**config.mk**
```make
export PLATFORM = sky130hd
export DESIGN_NAME = i2c_reg_bank_ctrl
export DESIGN_NICKNAME = d
export VERILOG_FILES = /design/src/rtl/i2c_reg_bank_ctrl.sv
export SDC_FILE = /design/constraint.sdc
export NUM_CORES = 1
export LEC_CHECK = 0
export ABC_AREA = 1
export BUFFER_PORTS_ARGS = -buffer_cell sky130_fd_sc_hd__buf_2
export CAP_MARGIN = 20
export CORE_AREA = 2 2 84 86
export DETAILED_ROUTE_END_ITERATION = 12
export DIE_AREA = 0 0 86 88
export GPL_TIMING_DRIVEN = 0
export PLACE_DENSITY = 0.86
export SLEW_MARGIN = 15
export SYNTH_ARGS = -nofsm -noshare
export SYNTH_HDL_FRONTEND = slang
export SYNTH_SLANG_ARGS = --single-unit
```
**constraint.sdc**
```tcl
create_clock -name clk -period 2.3 [get_ports clk]
set_input_delay 0.23 -clock clk [delete_from_list [all_inputs] [get_ports clk]]
set_output_delay 0.23 -clock clk [all_outputs]
set_load 0.02 [all_outputs]
```
**src/rtl/i2c_reg_bank_ctrl.sv**
```systemverilog
// Pointer-addressed register bank behind an I2C byte-level slave.
// Define I2C_REG_BANK_RO_SNAPSHOT_EN to freeze the read-only inputs at each read address phase.
module i2c_reg_bank_ctrl #(
  parameter int NUM_RW = 4,
  parameter int NUM_RO = 4
) (
  input  logic                  clk,
  input  logic                  rst,
  input  logic [7:0]            i2c_addr_rw,
  input  logic                  i2c_addr_rw_valid_stb,
  input  logic [7:0]            i2c_data_rx,
  input  logic                  i2c_data_rx_valid_stb,
  output logic [7:0]            i2c_data_tx,
  input  logic                  i2c_data_tx_loaded_stb,
  input  logic                  i2c_data_tx_done_stb,
  input  logic                  i2c_error_stb,
  output logic                  stall,
  output logic [NUM_RW*8-1:0]   rw_regs,
  input  logic [NUM_RO*8-1:0]   ro_regs,
  output logic                  wr_stb,
  output logic [7:0]            wr_idx
);

  typedef enum logic [2:0] {
    ST_IDLE  = 3'd0,
    ST_PTR   = 3'd1,
    ST_WR    = 3'd2,
    ST_FETCH = 3'd3,
    ST_RD    = 3'd4
  } state_t;

  state_t                state_q, state_d;
  logic [7:0]            ptr_q, ptr_d;
  logic [NUM_RW*8-1:0]   rw_regs_q, rw_regs_d;
  logic [7:0]            data_tx_q, data_tx_d;
  logic                  stall_q, stall_d;
  logic                  wr_stb_q, wr_stb_d;
  logic [7:0]            wr_idx_q, wr_idx_d;
  logic [31:0]           ptr_int_s;
  logic [7:0]            rd_val_s;
  logic [NUM_RO*8-1:0]   ro_src_s;
  logic                  unused_s;

`ifdef I2C_REG_BANK_RO_SNAPSHOT_EN
  logic [NUM_RO*8-1:0]   ro_shadow_q, ro_shadow_d;
  assign ro_src_s = ro_shadow_q;
`else
  assign ro_src_s = ro_regs;
`endif

  // Done strobe is informational and the 7-bit address is matched by the slave.
  assign unused_s  = ^{i2c_data_tx_done_stb, i2c_addr_rw[7:1]};
  assign ptr_int_s = {24'd0, ptr_q};

  // Read mux: R/W bank, then RO bank, everything above reads as 8'hFF.
  always_comb begin
    rd_val_s = 8'hFF;
    for (int k = 0; k < NUM_RW; k++) begin
      rd_val_s = (ptr_int_s == k) ? rw_regs_q[8*k +: 8] : rd_val_s;
    end
    for (int k = 0; k < NUM_RO; k++) begin
      rd_val_s = (ptr_int_s == (NUM_RW + k)) ? ro_src_s[8*k +: 8] : rd_val_s;
    end
  end

  // Next-state and datapath; error beats repeated start beats byte strobes.
  always_comb begin
    state_d   = state_q;
    ptr_d     = ptr_q;
    rw_regs_d = rw_regs_q;
    data_tx_d = data_tx_q;
    wr_stb_d  = 1'b0;
    wr_idx_d  = wr_idx_q;
`ifdef I2C_REG_BANK_RO_SNAPSHOT_EN
    ro_shadow_d = ro_shadow_q;
`endif
    if (i2c_error_stb) begin
      state_d = ST_IDLE;
    end else if (i2c_addr_rw_valid_stb) begin
      if (i2c_addr_rw[0]) begin
        state_d = ST_FETCH;
`ifdef I2C_REG_BANK_RO_SNAPSHOT_EN
        ro_shadow_d = ro_regs;
`endif
      end else begin
        state_d = ST_PTR;
      end
    end else begin
      case (state_q)
        ST_IDLE: begin
          state_d = ST_IDLE;
        end
        ST_PTR: begin
          if (i2c_data_rx_valid_stb) begin
            ptr_d   = i2c_data_rx;
            state_d = ST_WR;
          end else begin
            state_d = ST_PTR;
          end
        end
        ST_WR: begin
          if (i2c_data_rx_valid_stb) begin
            if (ptr_int_s < NUM_RW) begin
              for (int k = 0; k < NUM_RW; k++) begin
                rw_regs_d[8*k +: 8] = (ptr_int_s == k) ? i2c_data_rx : rw_regs_q[8*k +: 8];
              end
              wr_stb_d = 1'b1;
              wr_idx_d = ptr_q;
            end else begin
              wr_stb_d = 1'b0;
            end
            ptr_d = ptr_q + 8'd1;
          end else begin
            ptr_d = ptr_q;
          end
        end
        ST_FETCH: begin
          data_tx_d = rd_val_s;
          state_d   = ST_RD;
        end
        ST_RD: begin
          if (i2c_data_tx_loaded_stb) begin
            ptr_d   = ptr_q + 8'd1;
            state_d = ST_FETCH;
          end else begin
            state_d = ST_RD;
          end
        end
        default: begin
          state_d = ST_IDLE;
        end
      endcase
    end
    stall_d = (state_d == ST_FETCH);
  end

  // State and output registers.
  always_ff @(posedge clk) begin
    if (rst) begin
      state_q   <= ST_IDLE;
      ptr_q     <= 8'h00;
      rw_regs_q <= '0;
      data_tx_q <= 8'h00;
      stall_q   <= 1'b0;
      wr_stb_q  <= 1'b0;
      wr_idx_q  <= 8'h00;
`ifdef I2C_REG_BANK_RO_SNAPSHOT_EN
      ro_shadow_q <= '0;
`endif
    end else begin
      state_q   <= state_d;
      ptr_q     <= ptr_d;
      rw_regs_q <= rw_regs_d;
      data_tx_q <= data_tx_d;
      stall_q   <= stall_d;
      wr_stb_q  <= wr_stb_d;
      wr_idx_q  <= wr_idx_d;
`ifdef I2C_REG_BANK_RO_SNAPSHOT_EN
      ro_shadow_q <= ro_shadow_d;
`endif
    end
  end

  assign i2c_data_tx = data_tx_q;
  assign stall       = stall_q;
  assign rw_regs     = rw_regs_q;
  assign wr_stb      = wr_stb_q;
  assign wr_idx      = wr_idx_q;

endmodule

```
==> results by group, run 1 <==
Run status
  • Status: completed

Drt
  • Drt total wl: 9.48 mm
  • ANT nets after route: 0
  • Drt drc: 0
  • Wire per inst: 14.5 µm
  • Drt first pass iters: 7
  • Starting DRC count in detailed routing: 198
  • Vias post-DR: 3531
  • Via-to-Cell Ratio: 5.41

Die
  • Die extent in x: 86 µm
  • Rows: 30
  • Core area: 0.00664 mm²
  • Die Ht: 88 µm
  • Initial core utilization: 49.7%
  • Ports: 105
  • Die Footprint: 0.00757 mm²

Layout
  • Commonest non-fill, non-tap cells in the layout: buf_2, nand2_1, nor2_1, dfxtp_1, inv_1
  • Fin cells: 653
  • Reg area: 0.00122 mm²
  • Diodes inserted: 0
  • Area of the multi-input gates: 0.00175 mm²
  • Commonest non-fill, non-tap cell in the layout: buf_2
  • Layout cells sized above 1: 26.5%
  • FILL cells: 586
  • Layout Nets: 627
  • Area delta synth->final: 23.2%

Pwr
  • P per Cell Area: 555 mW/mm²
  • Leakage: 1.95 nW
  • Worst VDD drop: 283 µV

STA
  • Clock Skews: 0.00887 ns
  • Finish-stage setup viols: 0
  • Peak Freq: 0.481 GHz
  • Hold Violations, Final: 0
  • Slew headroom: 62.9%
  • Unrepaired setup endpoints after global routing: false
  • Setup WS post-layout: 0.221 ns
  • Final setup TNS: 0 ns
  • Period minus WS final: 2.08 ns
  • Period utilisation layout: 90.4%
  • Final Max Tran Viols: 0
  • Worst slew pin tran: 0.556 ns

Yosys
  • Post-synth top flop: dfxtp_1
  • Synth warn: 0
  • Post-synthesis cell area: 0.00330 mm²
  • Syn Area/Cell: 7.15 µm²
  • FFs w/ async S/R, synth: 0%
  • Top cell type's share of synthesized area: 37.0%
  • Post-synthesis sequential area ratio: 37.0%
  • Synth area leaders: dfxtp_1, nand2_1, nor2_1
  • Yosys top cell by area: dfxtp_1
  • Syn Nets: 521
  • #FFs+latches synth: 61
  • Post-synth EDFFs: 0
  • Synth Instances: 462
  • Yosys cell types: 38

Placement
  • Hpwl dp: 7.00 mm
  • Final Wtd Congestion: 0.961
  • Worst slack at placement: 0.275 ns
  • Placed Cells incl. Taps: 637
  • Port Buffers: 95

GRT
  • Grt ovf: 0
  • Largest net degree at the start of global routing: 12
  • Total track usage: 25.6%
  • Vias in the first global route: 3295
  • First-pass GRT wire length: 15.2 mm
  • Initial antenna violation count: 0

CTS
  • Setup repair bufs after CTS: 0
  • Hold_buf cts: 0
  • Latest clock arrival within the worst-skew pair: 0.35 ns
  • H-tree lvl count: 3
  • Clk slew on worst S/H paths: 0.07 ns
  • Total CTS buffers: 9
  • CTS tree: done
  • Root Driver: clkbuf_8
  • Sinks on Clock Net: 61
  • Clk buf depth: 2
  • Post-cts gate resize count: 0

Setup path
  • Setup crit start kind: flop
  • Maximum fanout along the worst path: 8
  • Critical path class: reg2reg
  • CP Capture Type: flop
  • WP data required: 2.51 ns
  • Worst Path Arrival: 2.29 ns

Job
  • Max_cap viols: 0

Worst hold path
  • Hold Path Class: in2reg
[cells by family (layout without fill, tap and decap cells)]
logic type | Yosys count | after routing | synth area share [%]
AO/OA/AOI/OAI | 109 | 109 | 20.0
XOR/XNOR | 2 | 2 | 0.530
adder cells (fa/ha/maj) | 4 | 4 | 1.51
buffers and inverters | 72 | 183 | 10.0
flip-flops | 61 | 61 | 37.0
AND/OR/NAND/NOR | 214 | 214 | 31.0
[sequential cells by signal, indices dropped and copies added (netlist names)]
| signal | flops |
|---|---|
| rw_regs | 32 |
| i2c_data_tx | 8 |
| ptr_q | 8 |
| wr_idx | 8 |
| state_q | 3 |
| stall | 1 |
| wr_stb | 1 |
[routing by layer]
| layer | up-vias | global-route usage [%] | routed length (µm) |
|---|---|---|---|
| li1 | 1742 | - | - |
| met3 | 21 | 5.94 | 661 |
| met2 | 129 | 43.8 | 4550 |
| met5 | - | 0 | 0 |
| met4 | 0 | 8.80 | 217 |
| met1 | 1639 | 31.9 | 4050 |
[worst max-delay path, cell delays in order, from the launching register on]
cell and delay [ns]:
dfxtp_1 0.41, inv_1 0.12, ha_1 0.22, nor2_1 0.42, nand3_1 0.17, o211ai_1 0.15
nand2_1 0.11, nand2_1 0.08, nand2_1 0.05, nand2_1 0.06, nand2_1 0.05, nand2_1 0.05
a21oi_1 0.05
[cell usage after synthesis, types with 2 or more instances]
| library cell | count |
|---|---|
| a31oi_1 | 5 |
| buf_4 | 2 |
| inv_2 | 5 |
| a211oi_2 | 4 |
| inv_1 | 48 |
| o211ai_1 | 5 |
| a21oi_1 | 47 |
| nand2_2 | 4 |
| nand2_4 | 2 |
| a211oi_1 | 20 |
| o21ai_0 | 23 |
| nor2_1 | 74 |
| nand3_1 | 22 |
| buf_6 | 4 |
| nor2_2 | 4 |
| nand3b_1 | 3 |
| nor3_4 | 3 |
| ha_1 | 4 |
| dfxtp_1 | 61 |
| nand4_1 | 2 |
| nor2_8 | 2 |
| nand2_1 | 81 |
| nor3_1 | 9 |
| a221oi_1 | 2 |
| clkbuf_1 | 8 |
| buf_2 | 3 |
| nor2_4 | 4 |
[metrics by stage]
| stage | hold WS, ns | total power, mW | instance area [µm²] | utilization [%] |
|---|---|---|---|---|
| after floorplan | 0.391 | 1.24 | 3300 | - |
| after global routing | 0.179 | 2.33 | 4070 | 61.3 |
| after global placement | 0.430 | 1.33 | 3880 | 58.4 |
| final | 0.151 | 2.26 | 4070 | 61.3 |
| after CTS | 0.144 | 2.27 | 4070 | 61.3 |
| after detailed placement | 0.432 | 1.33 | 3880 | 58.4 |
[worst paths after layout]
kind                   from        endpoint  slack [ns]  cells past startpoint
max                ptr_q[1]  i2c_data_tx[3]        0.22                     12
min          i2c_addr_rw[0]           stall        0.15                      3
max reg2reg        ptr_q[1]  i2c_data_tx[3]        0.22                     12
min reg2reg       wr_idx[3]       wr_idx[3]        0.45                      2
[area by class of cell]
cell class | instances | share of cell area, %
clock buffers | 10 | 3.13
well taps | 80 | 2.46
clock inverters | 6 | 1.57
repair buffers | 95 | 11.7
flip-flops and latches | 61 | 30.0
plain buffers | 18 | 3.07
multi-input cells | 329 | 43.1
inverters | 54 | 5.04
[report_power, final]
| group | switching [mW] | internal, mW |
|---|---|---|
| clock | 0.445 | 0.498 |
| combinational | 0.163 | 0.0869 |
| sequential | 0.00550 | 1.06 |
| total | 0.614 | 1.65 |
No activity file was read; power rests on OpenSTA's default activity.
==> run 2, diff against run 1 <==
REMOVE_ABC_BUFFERS = 1   (was unset)
==> results by group, run 2 (synthesized netlist as in run 1, its figures left out) <==
Die
  • Die Ht: 88 µm (unchanged)
  • Die extent in x: 86 µm (unchanged)
  • Core area: 0.00664 mm² (unchanged)
  • Initial core utilization: 49.7% (unchanged)
  • Ports: 105 (unchanged)
  • Die Footprint: 0.00757 mm² (unchanged)
  • Rows: 30 (unchanged)

Drt
  • Drt drc: 0 (unchanged)
  • Vias post-DR: 3385 (was 3531)
  • Wire per inst: 14.1 µm (was 14.5 µm)
  • Drt first pass iters: 5 (was 7)
  • Starting DRC count in detailed routing: 255 (was 198)
  • Via-to-Cell Ratio: 5.32 (was 5.41)
  • Drt total wl: 8.97 mm (was 9.48 mm)
  • ANT nets after route: 0 (unchanged)

Pwr
  • Total power: 2.39 mW (was 2.26 mW)
  • Flop pwr share: 44.7% (was 47.2%)
  • Sw frac: 24.2% (was 27.2%)
  • Comb pwr share: 9.8% (was 11.1%)
  • Sw Pwr: 0.577 mW (was 0.614 mW)
  • Int Power: 1.81 mW (was 1.65 mW)
  • Worst VDD drop: 418 µV (was 283 µV)
  • Leakage: 1.91 nW (was 1.95 nW)
  • Clock share of power: 45.5% (was 41.7%)
  • P per Cell Area: 598 mW/mm² (was 555 mW/mm²)

GRT
  • Initial antenna violation count: 0 (unchanged)
  • Met3 Track Usage GR: 5.66% (was 5.94%)
  • GRT met2 Usage: 39.2% (was 43.8%)
  • Vias in the first global route: 3063 (was 3295)
  • Grt ovf: 0 (unchanged)
  • GRT busiest layer: met2 (unchanged)
  • Global routing met1 resource utilization: 30.7% (was 31.9%)
  • Total track usage: 23.8% (was 25.6%)
  • First-pass GRT wire length: 14.3 mm (was 15.2 mm)
  • Largest net degree at the start of global routing: 42 (was 12)

STA
  • Clock Skews: 0.00792 ns (was 0.00887 ns)
  • Final setup TNS: 0 ns (unchanged)
  • Period minus WS final: 2.08 ns (about the same)
  • Worst slew pin tran: 0.848 ns (was 0.556 ns)
  • Finish-stage setup viols: 0 (unchanged)
  • Period utilisation layout: 90.6% (was 90.4%)
  • Peak Freq: 0.480 GHz (was 0.481 GHz)
  • Final Max Tran Viols: 0 (unchanged)
  • Hold Violations, Final: 0 (unchanged)
  • Unrepaired setup endpoints after global routing: false (unchanged)
  • Slew headroom: 43.5% (was 62.9%)

CTS
  • H-tree lvl count: 3 (unchanged)
  • Latest clock arrival within the worst-skew pair: 0.34 ns (was 0.35 ns)
  • Clk buf depth: 2 (unchanged)
  • Root Driver: clkbuf_8 (unchanged)
  • Total CTS buffers: 9 (unchanged)
  • Hold_buf cts: 0 (unchanged)
  • Clk slew on worst S/H paths: 0.07 ns (about the same)
  • Sinks on Clock Net: 61 (unchanged)
  • CTS tree: done (unchanged)

Layout
  • Reg area: 0.00122 mm² (unchanged)
  • Diodes inserted: 0 (unchanged)
  • Fin cells: 636 (was 653)
  • Commonest non-fill, non-tap cell in the layout: buf_2 (unchanged)
  • Design area: 0.00399 mm² (was 0.00407 mm²)
  • Fin util: 60.1% (was 61.3%)
  • Layout Nets: 610 (was 627)
  • Area of the multi-input gates: 0.00176 mm² (was 0.00175 mm²)
  • FILL cells: 574 (was 586)
  • Area delta synth->final: 20.8% (was 23.2%)
  • Layout cells sized above 1: 25.9% (was 26.5%)
  • Commonest non-fill, non-tap cells in the layout: buf_2, nand2_1, nor2_1, dfxtp_1, inv_1 (unchanged)
  • Number of flip-flops in the largest register: 32 (unchanged)

Job
  • Max_cap viols: 0 (unchanged)

Setup path
  • CP Capture Type: flop (unchanged)
  • CP startpoint: ptr_q[1] (unchanged)
  • Setup crit start kind: flop (unchanged)
  • R2R depth: 12 (unchanged)
  • Critical path class: reg2reg (unchanged)
  • Maximum fanout along the worst path: 8 (unchanged)
  • RR Startpoint: ptr_q[1] (unchanged)
  • WP data required: 2.48 ns (was 2.51 ns)
  • Worst Path Arrival: 2.27 ns (was 2.29 ns)

Placement
  • Final Wtd Congestion: 0.917 (was 0.961)
  • Placed Cells incl. Taps: 620 (was 637)
  • Port Buffers: 96 (was 95)
  • Post-DP Area: 0.00376 mm² (was 0.00388 mm²)
  • Hpwl dp: 6.46 mm (was 7.00 mm)

Worst hold path
  • Hold Startpoint: i2c_addr_rw[0] (unchanged)
  • Worst Hold Path Cells: 3 (unchanged)
  • Hold Path Class: in2reg (unchanged)

Run status
  • Status: completed (unchanged)
## run 2: cell count changes in the layout (fill, tap and decap cells not counted)
| cell | before | now |
|---|---|---|
| clkinvlp_4 | 2 | 0 |
| a31oi_1 | 5 | 4 |
| clkinv_4 | 1 | 0 |
| buf_6 | 4 | 0 |
| clkbuf_1 | 9 | 1 |
| clkbuf_8 | 9 | 11 |
| buf_4 | 2 | 0 |
| a31oi_2 | 0 | 1 |
| bufinv_16 | 1 | 2 |
| buf_2 | 98 | 96 |
| buf_12 | 1 | 0 |
## run 2: timing repair
action,in CTS,in global routing
setup buffers,0,0
setup endpoints to repair,0,2
endpoints found under the hold margin,0,0
resized for setup,0,1
## run 2: stage by stage
step	hold slack, ns	setup WS (ns)
floorplan	0.292	0.583
global placement	0.436	0.258
detailed placement	0.437	0.193
CTS	0.159	0.169
global route	0.182	0.00818
finish	0.166	0.215
## run 2: layout make-up
cell class              instances  share of cell area (%)
multi-input cells             329                    44.1
flip-flops and latches         61                    30.6
repair buffers                 96                    12.0
inverters                      54                    5.14
clock buffers                  12                    3.89
well taps                      80                    2.51
clock inverters                 4                    1.76
## run 2: critical path, stage by stage (launching register included)
cell	delay [ns]
dfxtp_1	0.40
inv_1	0.12
ha_1	0.22
nor2_1	0.43
nand3_1	0.14
o211ai_1	0.15
nand2_1	0.12
nand2_1	0.08
nand2_1	0.05
nand2_1	0.08
nand2_1	0.05
nand2_1	0.05
a21oi_1	0.06
## run 2: path summary, 6_finish.rpt
kind                            slack (ns)             end
worst max-delay path                  0.22  i2c_data_tx[2]
worst min-delay path                  0.17      state_q[1]
worst max register to register        0.22  i2c_data_tx[2]
worst min register to register        0.45       wr_idx[2]
## run 2: power by group through the flow
stage	combinational [mW]	clock, mW	sequential, mW
after global placement	0.226	0	1.09
final	0.234	1.09	1.07
after floorplan	0.127	0	1.09
after CTS	0.230	1.10	1.07
after global routing	0.258	1.15	1.07
after detailed placement	0.228	0	1.09
## run 2: metal layers
metal	wire (µm)	vias to the layer above	part of all wire (%)
met1	3770	1524	42
met3	760	13	8.5
met5	0	-	0
met2	4310	148	48
met4	140	0	1.6
li1	-	1700	-
==> run 3, diff against run 2 <==
CORE_AREA = 2 2 88 90   (was 2 2 84 86)
DIE_AREA = 0 0 90 92   (was 0 0 86 88)
PLACE_DENSITY = 0.83   (was 0.86)
clock period = 1.8 ns   (was 2.3 ns; I/O delays follow)
==> results by group, run 3 (synthesized netlist as in run 1, its figures left out) <==
Drt
  • Wire per inst: 15.3 µm (was 14.1 µm)
  • Top sig layer: met4 (unchanged)
  • M1 wire length: 4.25 mm (was 3.77 mm)
  • Met2 WL: 5.07 mm (was 4.31 mm)
  • Starting DRC count in detailed routing: 274 (was 255)
  • Drt first pass iters: 5 (unchanged)
  • ANT nets after route: 0 (unchanged)
  • Drt drc: 0 (unchanged)
  • Vias post-DR: 3636 (was 3385)
  • Via-to-Cell Ratio: 5.32 (about the same)
  • Routed wl met3: 864 µm (was 760 µm)
  • Drt total wl: 10.5 mm (was 8.97 mm)

Run status
  • Status: completed (unchanged)

CTS
  • Total CTS buffers: 9 (unchanged)
  • Hold_buf cts: 0 (unchanged)
  • Sinks on Clock Net: 61 (unchanged)
  • CTS tree: done (unchanged)
  • Clk slew on worst S/H paths: 0.07 ns (about the same)
  • H-tree lvl count: 3 (unchanged)
  • Clk buf depth: 2 (unchanged)
  • Latest clock arrival within the worst-skew pair: 0.35 ns (was 0.34 ns)
  • Root Driver: clkbuf_8 (unchanged)

Setup path
  • Worst Path Arrival: 1.98 ns (was 2.27 ns)
  • Maximum fanout along the worst path: 7 (was 8)
  • Setup crit start kind: flop (unchanged)
  • WP data required: 1.99 ns (was 2.48 ns)
  • CP Capture Type: flop (unchanged)
  • Critical path class: reg2reg (unchanged)

STA
  • Peak Freq: 0.561 GHz (was 0.480 GHz)
  • Clock Skews: 0.0109 ns (was 0.00792 ns)
  • Unrepaired setup endpoints after global routing: true (was false)
  • Period minus WS final: 1.78 ns (was 2.08 ns)
  • Finish-stage setup viols: 0 (unchanged)
  • Worst slew pin tran: 0.885 ns (was 0.848 ns)
  • Setup WS post-layout: 0.0182 ns (was 0.215 ns)
  • Slew headroom: 41.0% (was 43.5%)
  • Period utilisation layout: 99.0% (was 90.6%)
  • Hold Violations, Final: 0 (unchanged)
  • Final Max Tran Viols: 0 (unchanged)

GRT
  • Vias in the first global route: 3300 (was 3063)
  • First-pass GRT wire length: 15.4 mm (was 14.3 mm)
  • Total track usage: 23.1% (was 23.8%)
  • Initial antenna violation count: 0 (unchanged)
  • Grt ovf: 0 (unchanged)
  • Largest net degree at the start of global routing: 42 (unchanged)

Pwr
  • Sw frac: 25.4% (was 24.2%)
  • Clock share of power: 45.1% (was 45.5%)
  • Total power: 3.13 mW (was 2.39 mW)
  • Int Power: 2.33 mW (was 1.81 mW)
  • Comb pwr share: 11.3% (was 9.8%)
  • P per Cell Area: 704 mW/mm² (was 598 mW/mm²)
  • Flop pwr share: 43.6% (was 44.7%)
  • Sw Pwr: 0.794 mW (was 0.577 mW)
  • Worst VDD drop: 454 µV (was 418 µV)
  • Leakage: 2.08 nW (was 1.91 nW)

Layout
  • Number of flip-flops in the largest register: 32 (unchanged)
  • Layout Nets: 636 (was 610)
  • Design area: 0.00444 mm² (was 0.00399 mm²)
  • Commonest non-fill, non-tap cells in the layout: buf_2, nand2_1, nor2_1, dfxtp_1, a21oi_1 (was buf_2, nand2_1, nor2_1, dfxtp_1, inv_1)
  • Commonest non-fill, non-tap cell in the layout: buf_2 (unchanged)
  • Area delta synth->final: 34.4% (was 20.8%)
  • Diodes inserted: 0 (unchanged)
  • Layout cells sized above 1: 34.5% (was 25.9%)

Placement
  • Hpwl dp: 6.71 mm (was 6.46 mm)
  • Port Buffers: 96 (unchanged)
  • Post-DP Area: 0.00379 mm² (was 0.00376 mm²)
  • Worst slack at placement: -0.327 ns (was 0.193 ns)
  • Final Wtd Congestion: 0.894 (was 0.917)

Die
  • Ports: 105 (unchanged)
  • Core area: 0.00745 mm² (was 0.00664 mm²)
  • Die extent in x: 90 µm (was 86 µm)
  • Die Footprint: 0.00828 mm² (was 0.00757 mm²)
  • Die Ht: 92 µm (was 88 µm)
  • Initial core utilization: 44.4% (was 49.7%)
  • Rows: 32 (was 30)

Worst hold path
  • Hold Path Class: in2reg (unchanged)

Job
  • Max_cap viols: 0 (unchanged)
run 3: cell count changes in the layout (fill, tap and decap cells not counted), sizes merged:
| cell | change |
|---|---|
| clkinvlp | +1 |
| nor2 | +1 |
| buf | +24 |
| nand2 | +1 |
| inv | -1 |
run 3: per-stage QoR:
stage,utilization (%),setup TNS [ns],hold slack (ns),cells
final,59.6,0,0.114,684
after global routing,59.6,-0.658,0.137,684
after CTS,55.5,0,0.111,663
after detailed placement,50.9,-3.33,0.433,642
after global placement,50.9,-1.87,0.431,642
after floorplan,-,0,0.242,444
run 3: worst paths after layout:
path,startpoint,endpoint,slack (ns),depth (start not counted)
setup / recovery,ptr_q[1],i2c_data_tx[1],0.02,13
hold / removal,i2c_data_rx[0],ptr_q[0],0.11,3
hold reg to reg,wr_idx[3],wr_idx[3],0.44,2
setup reg to reg,ptr_q[1],i2c_data_tx[1],0.02,13
run 3: final cells by class:
| cell class | count | area (µm²) |
|---|---|---|
| Inverter | 54 | 221 |
| Timing Repair Buffer | 120 | 718 |
| Tap cell | 102 | 128 |
| Sequential cell | 61 | 1240 |
| Fill cell | 639 | 3010 |
| Clock buffer | 12 | 155 |
| Multi-Input combinational cell | 331 | 1910 |
| Clock inverter | 4 | 70.1 |
run 3: critical path: stages (launching register included):
cell and delay [ns]:
dfxtp_4 0.38, inv_4 0.08, ha_4 0.16, inv_4 0.05
nor2_4 0.15, nand2_4 0.10, o211ai_1 0.28, nand2_1 0.08
nand2_1 0.07, nand2_1 0.06, nand2_1 0.06, nand2_1 0.06
nand2_1 0.06, a21oi_1 0.05
run 3: routing by layer:
layer,up-vias,GRT usage (%)
met3,26,5.34
li1,1768,-
met1,1660,28.4
met5,-,0
met4,0,10.8
met2,182,38.5
run 3: timing repair:
item | CTS | global route
endpoints found under the setup margin | 27 | 43
resized for setup | 18 | 38
pin swaps | 8 | 23
setup buffers | 5 | 19
gates cloned | 0 | 2
run 3: power by group through the flow:
stage	logic (mW)	registers [mW]	clock network, mW
3_5_place_dp	0.295	1.39	0
6_report	0.354	1.36	1.41
2_1_floorplan	0.162	1.40	0
3_3_place_gp	0.288	1.39	0
5_1_grt	0.387	1.36	1.48
4_1_cts	0.308	1.36	1.41
